===== config.mk =====
export PLATFORM = sky130hd
export DESIGN_NAME = proc_scheduler
export DESIGN_NICKNAME = d
export VERILOG_FILES = /design/src/rtl/proc_scheduler.sv
export SDC_FILE = /design/constraint.sdc
export NUM_CORES = 1
export LEC_CHECK = 0
export ABC_AREA = 1
export ABC_CLOCK_PERIOD_IN_PS = 6490
export CAP_MARGIN = 20
export CORE_MARGIN = 3
export CORE_UTILIZATION = 36
export CTS_BUF_LIST = sky130_fd_sc_hd__clkbuf_4
export DETAILED_ROUTE_END_ITERATION = 6
export GPL_ROUTABILITY_DRIVEN = 0
export PLACE_DENSITY = 0.57
export SYNTH_ARGS = -nofsm -noshare
export SYNTH_HDL_FRONTEND = slang
export SYNTH_SLANG_ARGS = --single-unit

===== constraint.sdc =====
create_clock -name clk -period 6.49 [get_ports clk]
set_clock_uncertainty 0.2 [all_clocks]
set_input_delay 1.298 -clock clk [delete_from_list [all_inputs] [get_ports clk]]
set_output_delay 1.298 -clock clk [all_outputs]
set_load 0.02 [all_outputs]

===== src/rtl/proc_scheduler.sv =====
// ============================================================================
// Module      : proc_scheduler
// Description : Round-robin process scheduler with fixed instruction quantum
//               and req/ack PC hand-off. Optional macro: SCHED_STATS_EN.
// Revision    : 1.0 - initial release
// ============================================================================
`default_nettype none

module proc_scheduler #(
  parameter int NUM_PROC = 4,
  parameter int PID_W    = 2,
  parameter int QUANTUM  = 16
) (
  input  logic             clk,
  input  logic             n_reset,
  input  logic             i_halt,
  input  logic             i_load_valid,
  input  logic [PID_W-1:0] i_load_id,
  input  logic [31:0]      i_load_pc,
  input  logic             i_start,
  input  logic             i_instr_tick,
  input  logic             i_end_proc,
  input  logic [31:0]      i_pc_curr,
  input  logic             i_sw_ack,
  output logic             o_sw_req,
  output logic [31:0]      o_pc_restore,
  output logic [PID_W-1:0] o_cur_pid,
  output logic             o_exec_process,
  output logic             o_all_done,
  output logic [15:0]      o_ctx_switches
);

  localparam int QW = $clog2(QUANTUM);
  localparam logic [QW-1:0] C_Q_LAST = QW'(QUANTUM - 1);

  typedef enum logic [2:0] {
    S_OS       = 3'd0,
    S_PICK     = 3'd1,
    S_DISPATCH = 3'd2,
    S_RUN      = 3'd3,
    S_SAVE     = 3'd4
  } state_t;

  state_t              r_state;
  state_t              w_next;
  logic [NUM_PROC-1:0] r_ready;
  logic [31:0]         r_pc [NUM_PROC];
  logic [PID_W-1:0]    r_cur_pid;
  logic                r_fresh;
  logic [QW-1:0]       r_qcnt;
  logic                r_sw_req;
  logic                r_exec;
  logic                r_all_done;

  logic                w_tick;
  logic                w_ack;
  logic                w_pick_found;
  logic [PID_W-1:0]    w_pick_id;
  logic [PID_W-1:0]    w_scan_base;

  assign w_tick = i_instr_tick && !i_halt;
  assign w_ack  = (r_state == S_DISPATCH) && r_sw_req && i_sw_ack;

  // Scan downward in offset so the nearest ready slot after the base wins.
  always_comb begin
    logic [PID_W-1:0] v_idx;
    w_pick_found = 1'b0;
    w_pick_id    = '0;
    v_idx        = '0;
    w_scan_base  = r_fresh ? '0 : r_cur_pid + 1'b1;
    for (int i = NUM_PROC - 1; i >= 0; i--) begin
      v_idx = w_scan_base + PID_W'(i);
      if (r_ready[v_idx]) begin
        w_pick_found = 1'b1;
        w_pick_id    = v_idx;
      end
    end
  end

  always_comb begin
    w_next = r_state;
    case (r_state)
      S_OS:       if (i_start) w_next = S_PICK;
      S_PICK:     w_next = w_pick_found ? S_DISPATCH : S_OS;
      S_DISPATCH: if (w_ack) w_next = S_RUN;
      S_RUN: begin
        if (i_end_proc)                         w_next = S_PICK;
        else if (w_tick && r_qcnt == C_Q_LAST)  w_next = S_SAVE;
      end
      S_SAVE:     w_next = S_PICK;
      default:    w_next = S_OS;
    endcase
  end

  always_ff @(posedge clk or negedge n_reset) begin
    if (!n_reset) begin
      r_state    <= S_OS;
      r_ready    <= '0;
      for (int i = 0; i < NUM_PROC; i++) r_pc[i] <= 32'h0;
      r_cur_pid  <= '0;
      r_fresh    <= 1'b1;
      r_qcnt     <= '0;
      r_sw_req   <= 1'b0;
      r_exec     <= 1'b0;
      r_all_done <= 1'b0;
    end else begin
      r_state    <= w_next;
      r_sw_req   <= (w_next == S_DISPATCH);
      r_exec     <= (w_next == S_RUN);
      r_all_done <= (r_state == S_PICK) && !w_pick_found;
      case (r_state)
        S_OS: begin
          if (i_load_valid) begin
            r_ready[i_load_id] <= 1'b1;
            r_pc[i_load_id]    <= i_load_pc;
          end
        end
        S_PICK: begin
          // An empty scan restarts the next round from slot 0.
          r_cur_pid <= w_pick_found ? w_pick_id : '0;
          r_fresh   <= !w_pick_found;
        end
        S_DISPATCH: if (w_ack) r_qcnt <= '0;
        S_RUN: begin
          if (i_end_proc)  r_ready[r_cur_pid] <= 1'b0;
          else if (w_tick) r_qcnt <= r_qcnt + 1'b1;
        end
        S_SAVE:  r_pc[r_cur_pid] <= i_pc_curr;
        default: ;
      endcase
    end
  end

`ifdef SCHED_STATS_EN
  logic [15:0] r_ctx;
  always_ff @(posedge clk or negedge n_reset) begin
    if (!n_reset)   r_ctx <= 16'h0000;
    else if (w_ack) r_ctx <= r_ctx + 16'd1;
  end
  assign o_ctx_switches = r_ctx;
`else
  assign o_ctx_switches = 16'h0000;
`endif

  assign o_sw_req       = r_sw_req;
  assign o_pc_restore   = r_sw_req ? r_pc[r_cur_pid] : 32'h0;
  assign o_cur_pid      = r_cur_pid;
  assign o_exec_process = r_exec;
  assign o_all_done     = r_all_done;

endmodule

`default_nettype wire


==> run_summary.xml <==
<?xml version="1.0" encoding="UTF-8"?>
<metrics>
  <group name="outcome">
    <metric name="run_status" unit="">complete, no violations</metric>
  </group>
  <group name="grt">
    <metric name="grt_max_degree" unit="">101</metric>
    <metric name="grt_remaining_overflow" unit="">0</metric>
    <metric name="grt_first_pass_wirelength" unit="mm">43.7</metric>
    <metric name="antenna_found_initial" unit="">2</metric>
    <metric name="vias_in_the_first_global_route" unit="">7798</metric>
    <metric name="grt_use_total" unit="%">22.8</metric>
  </group>
  <group name="job">
    <metric name="cap_violations" unit="">0</metric>
  </group>
  <group name="yosys">
    <metric name="synth_xor_xnor_area_share" unit="%">0</metric>
    <metric name="avgSynthCellArea" unit="sq um">7.27</metric>
    <metric name="synth.cell_area" unit="sq mm">0.00813</metric>
    <metric name="netlist_instances" unit="">1118</metric>
    <metric name="synth_compound_area_share" unit="%">7.33</metric>
    <metric name="synth.area.mux_share" unit="%">0</metric>
    <metric name="synth_top_family_by_area" unit="">simple AND/OR/NAND/NOR gates</metric>
    <metric name="synth-seq-area-share" unit="%">44.7</metric>
    <metric name="post_synth_fa_ha_maj_area_fraction" unit="%">0.770</metric>
    <metric name="ys.warnings.count" unit="">0</metric>
    <metric name="post_synth_and_or_nand_nor_area_fraction" unit="%">39.0</metric>
    <metric name="netlist-cell-type-count" unit="">31</metric>
    <metric name="synth.ff_latch_count" unit="">145</metric>
  </group>
  <group name="finish">
    <metric name="layout.cells.non_filler" unit="">1480</metric>
    <metric name="syn_to_final_growth" unit="%">18.4</metric>
    <metric name="commonest_non_fill_non_tap_cell_in_the_layout" unit="">sky130_fd_sc_hd__nand2_1</metric>
    <metric name="top_library_cells_by_usage_in_the_layout_fill_and_taps_aside" unit="">sky130_fd_sc_hd__nand2_1 (293), sky130_fd_sc_hd__nand3_1 (271), sky130_fd_sc_hd__dfrtp_1 (143)</metric>
    <metric name="post_route_cells_drive_above_1_share" unit="%">7.01</metric>
    <metric name="design_area" unit="sq mm">0.00962</metric>
    <metric name="finalNetCount" unit="">1264</metric>
  </group>
  <group name="floorplanning">
    <metric name="fp.coreArea" unit="sq mm">0.0220</metric>
    <metric name="start_util" unit="%">36.9</metric>
    <metric name="io_pins" unit="">127</metric>
    <metric name="chipHeight" unit="um">156</metric>
    <metric name="die-width" unit="um">156</metric>
    <metric name="floorplan.rows" unit="">54</metric>
    <metric name="dieArea" unit="sq mm">0.0244</metric>
  </group>
  <group name="critical_path">
    <metric name="crit-reg2reg-capture" unit="">r_pc[75]$_DFFE_PN0P_</metric>
    <metric name="slowest_stage" unit="">sky130_fd_sc_hd__clkdlybuf4s50_1</metric>
    <metric name="crit_path_max_cell_delay" unit="ns">0.66</metric>
    <metric name="timing.critical_path.depth" unit="">5</metric>
    <metric name="cp.required" unit="ns">4.99</metric>
    <metric name="critPathLaunchType" unit="">register</metric>
    <metric name="timing.critical_path.buf_inv" unit="">3</metric>
    <metric name="crit_path_end_kind" unit="">output port</metric>
    <metric name="crit_end" unit="">o_pc_restore[11]</metric>
    <metric name="critPathTopFamily" unit="">buffers and inverters</metric>
    <metric name="worst-r2r-setup-slack" unit="ns">2.84</metric>
    <metric name="crit_chain" unit="">inv_2 &gt; buf_4 &gt; o21ai_0 &gt; a21oi_1 &gt; clkdlybuf4s50_1</metric>
    <metric name="cp.arrival" unit="ns">2.98</metric>
    <metric name="worstRegToRegCells" unit="">10</metric>
    <metric name="largest_fanout_on_the_critical_path" unit="">38</metric>
    <metric name="setup.worst_path.class" unit="">reg -&gt; out</metric>
    <metric name="worstReg2RegStart" unit="">o_cur_pid[1]$_DFFE_PN0N_</metric>
    <metric name="crit_path_start" unit="">o_cur_pid[0]$_DFFE_PN0N_</metric>
  </group>
  <group name="timing">
    <metric name="max_clock_freq" unit="MHz">223</metric>
    <metric name="finalSetupViolCount" unit="">0</metric>
    <metric name="slew-limit-headroom" unit="%">34.6</metric>
    <metric name="grt_setup_unrepaired" unit="">false</metric>
    <metric name="least_margin_pin_slew" unit="ns">0.981</metric>
    <metric name="final_hold_viol_count" unit="">0</metric>
    <metric name="drv_slew" unit="">0</metric>
    <metric name="final.period_utilization" unit="%">69.0</metric>
    <metric name="finalSetupTns" unit="ns">0</metric>
    <metric name="min_period" unit="ns">4.48</metric>
  </group>
  <group name="clocking">
    <metric name="cts_buffer_depth" unit="">2</metric>
    <metric name="clock_sinks" unit="">145</metric>
    <metric name="clock_latency" unit="ns">0.55</metric>
    <metric name="clockRootBuffer" unit="">sky130_fd_sc_hd__clkbuf_4</metric>
    <metric name="cts_hold_buffers" unit="">0</metric>
    <metric name="cts_htree_levels" unit="">4</metric>
    <metric name="cts_tree" unit="">built</metric>
    <metric name="cts.clk_slew.worst_paths" unit="ns">0.12</metric>
    <metric name="cts_buffer_count" unit="">17</metric>
    <metric name="post_cts_setup_buffer_count" unit="">0</metric>
    <metric name="ctsResizeCount" unit="">0</metric>
  </group>
  <group name="routing">
    <metric name="routed_via_density" unit="">5.43</metric>
    <metric name="detail-route-antenna-nets" unit="">0</metric>
    <metric name="route.detailed.drc" unit="">0</metric>
    <metric name="met1_length" unit="mm">12.8</metric>
    <metric name="wire_per_inst" unit="um">18.6</metric>
    <metric name="drt_iter0_markers" unit="">744</metric>
    <metric name="top_layer" unit="">met4</metric>
    <metric name="total_vias_in_the_final_route" unit="">8042</metric>
    <metric name="routed_wirelength" unit="mm">27.6</metric>
    <metric name="met2RoutedLength" unit="mm">12.6</metric>
    <metric name="met3_length" unit="mm">1.84</metric>
    <metric name="drt_first_pass_iters" unit="">7</metric>
  </group>
  <group name="power">
    <metric name="power-per-cell-area" unit="mW/mm^2">398</metric>
    <metric name="p_leak" unit="nW">4.41</metric>
    <metric name="ir_drop" unit="mV">0.198</metric>
  </group>
  <group name="min_path">
    <metric name="timing.hold.worst.class" unit="">reg -&gt; reg</metric>
  </group>
  <group name="placed_design">
    <metric name="dp_hpwl" unit="mm">15.7</metric>
    <metric name="io_buffers" unit="">110</metric>
    <metric name="dp.cells" unit="">1446</metric>
    <metric name="placed_cell_area" unit="sq mm">0.00922</metric>
  </group>
</metrics>
-- routing by layer --
layer  vias to the layer above  global-route usage [%]
met5                         -                       0
met4                         0                    5.42
met3                        20                    3.68
met2                       336                    35.4
met1                      3895                    33.3
li1                       3791                       -
-- synthesized netlist by cell type, drive strengths merged --
library cell    n  area share, %
nand2         303             14
nand3         275             17
dfrtp         144             44
nor2          138            6.5
buf            71            5.7
o21ai          71            4.4
a21oi          37            2.3
inv            36            1.7
clkbuf         17           0.79
nor3            9           0.88
ha              5           0.77
a32oi           3           0.32
a21boi          1          0.092
a21o            1          0.092
a31oi           1          0.077
and3            1          0.077
clkinv          1          0.046
conb            1          0.046
dfstp           1           0.32
nand4           1          0.077
o21a            1          0.092
-- worst min path at each step --
| stage | start | endpoint | slack (ns) | depth (start not counted) |
|---|---|---|---|---|
| 2_1_floorplan | r_pc[0]$_DFFE_PN0P_ | r_pc[0]$_DFFE_PN0P_ | 0.26 | 2 |
| 3_3_place_gp | r_pc[10]$_DFFE_PN0P_ | r_pc[10]$_DFFE_PN0P_ | 0.27 | 2 |
| 3_5_place_dp | r_pc[91]$_DFFE_PN0P_ | r_pc[91]$_DFFE_PN0P_ | 0.28 | 2 |
| 4_1_cts | r_pc[20]$_DFFE_PN0P_ | r_pc[20]$_DFFE_PN0P_ | 0.31 | 2 |
| 5_1_grt | r_pc[101]$_DFFE_PN0P_ | r_pc[101]$_DFFE_PN0P_ | 0.33 | 2 |
| 6_report | r_pc[92]$_DFFE_PN0P_ | r_pc[92]$_DFFE_PN0P_ | 0.31 | 2 |
-- cells by family after synthesis --
| family | after synthesis |
|---|---|
| compound gates | 115 |
| simple gates | 727 |
| other cells | 1 |
| flops | 145 |
| buf+inv | 125 |
| fa+ha+maj | 5 |
-- tightest hold or removal path, delay by kind of cell (launching register included) --
kind	cells	cell delay [ns]
simple gates	2	0.13
flops	1	0.36
-- state kept, by name (all words and copies together), names as in the netlist --
name and cells:
r_qcnt 4, o_exec_process 1, o_all_done 1, r_ready 4, r_pc 128, o_sw_req 1, r_state 3, r_fresh 1
o_cur_pid 2
-- per-stage QoR --
stage                     setup slack (ns)  hold WS [ns]  util [%]  total power [mW]
after floorplan                       3.42         0.260         -              2.51
after global placement                2.42         0.271      41.9              3.03
after detailed placement              2.35         0.278      41.9              3.05
after CTS                             1.98         0.309      43.7              3.84
after global routing                  1.86         0.329      43.7              4.14
final                                 2.01         0.306      43.7              3.83
-- layout make-up --
class                      instances  area [sq um]
antenna                            2          5.00
multi-input combinational        863          3920
timing repair buffer             121          1180
clock inverter                    13           256
clock buffer                      19           143
tap                              280           350
sequential                       145          3630
fill                            2253         12400
inverter                          37           139
-- where the power goes --
group / internal (mW) / switching (mW)
Sequential: 1.23 / 0.174
Clock: 0.432 / 0.360
Combinational: 0.598 / 1.04
Total: 2.26 / 1.57
Note: power is estimated with default switching activity, not from simulation.
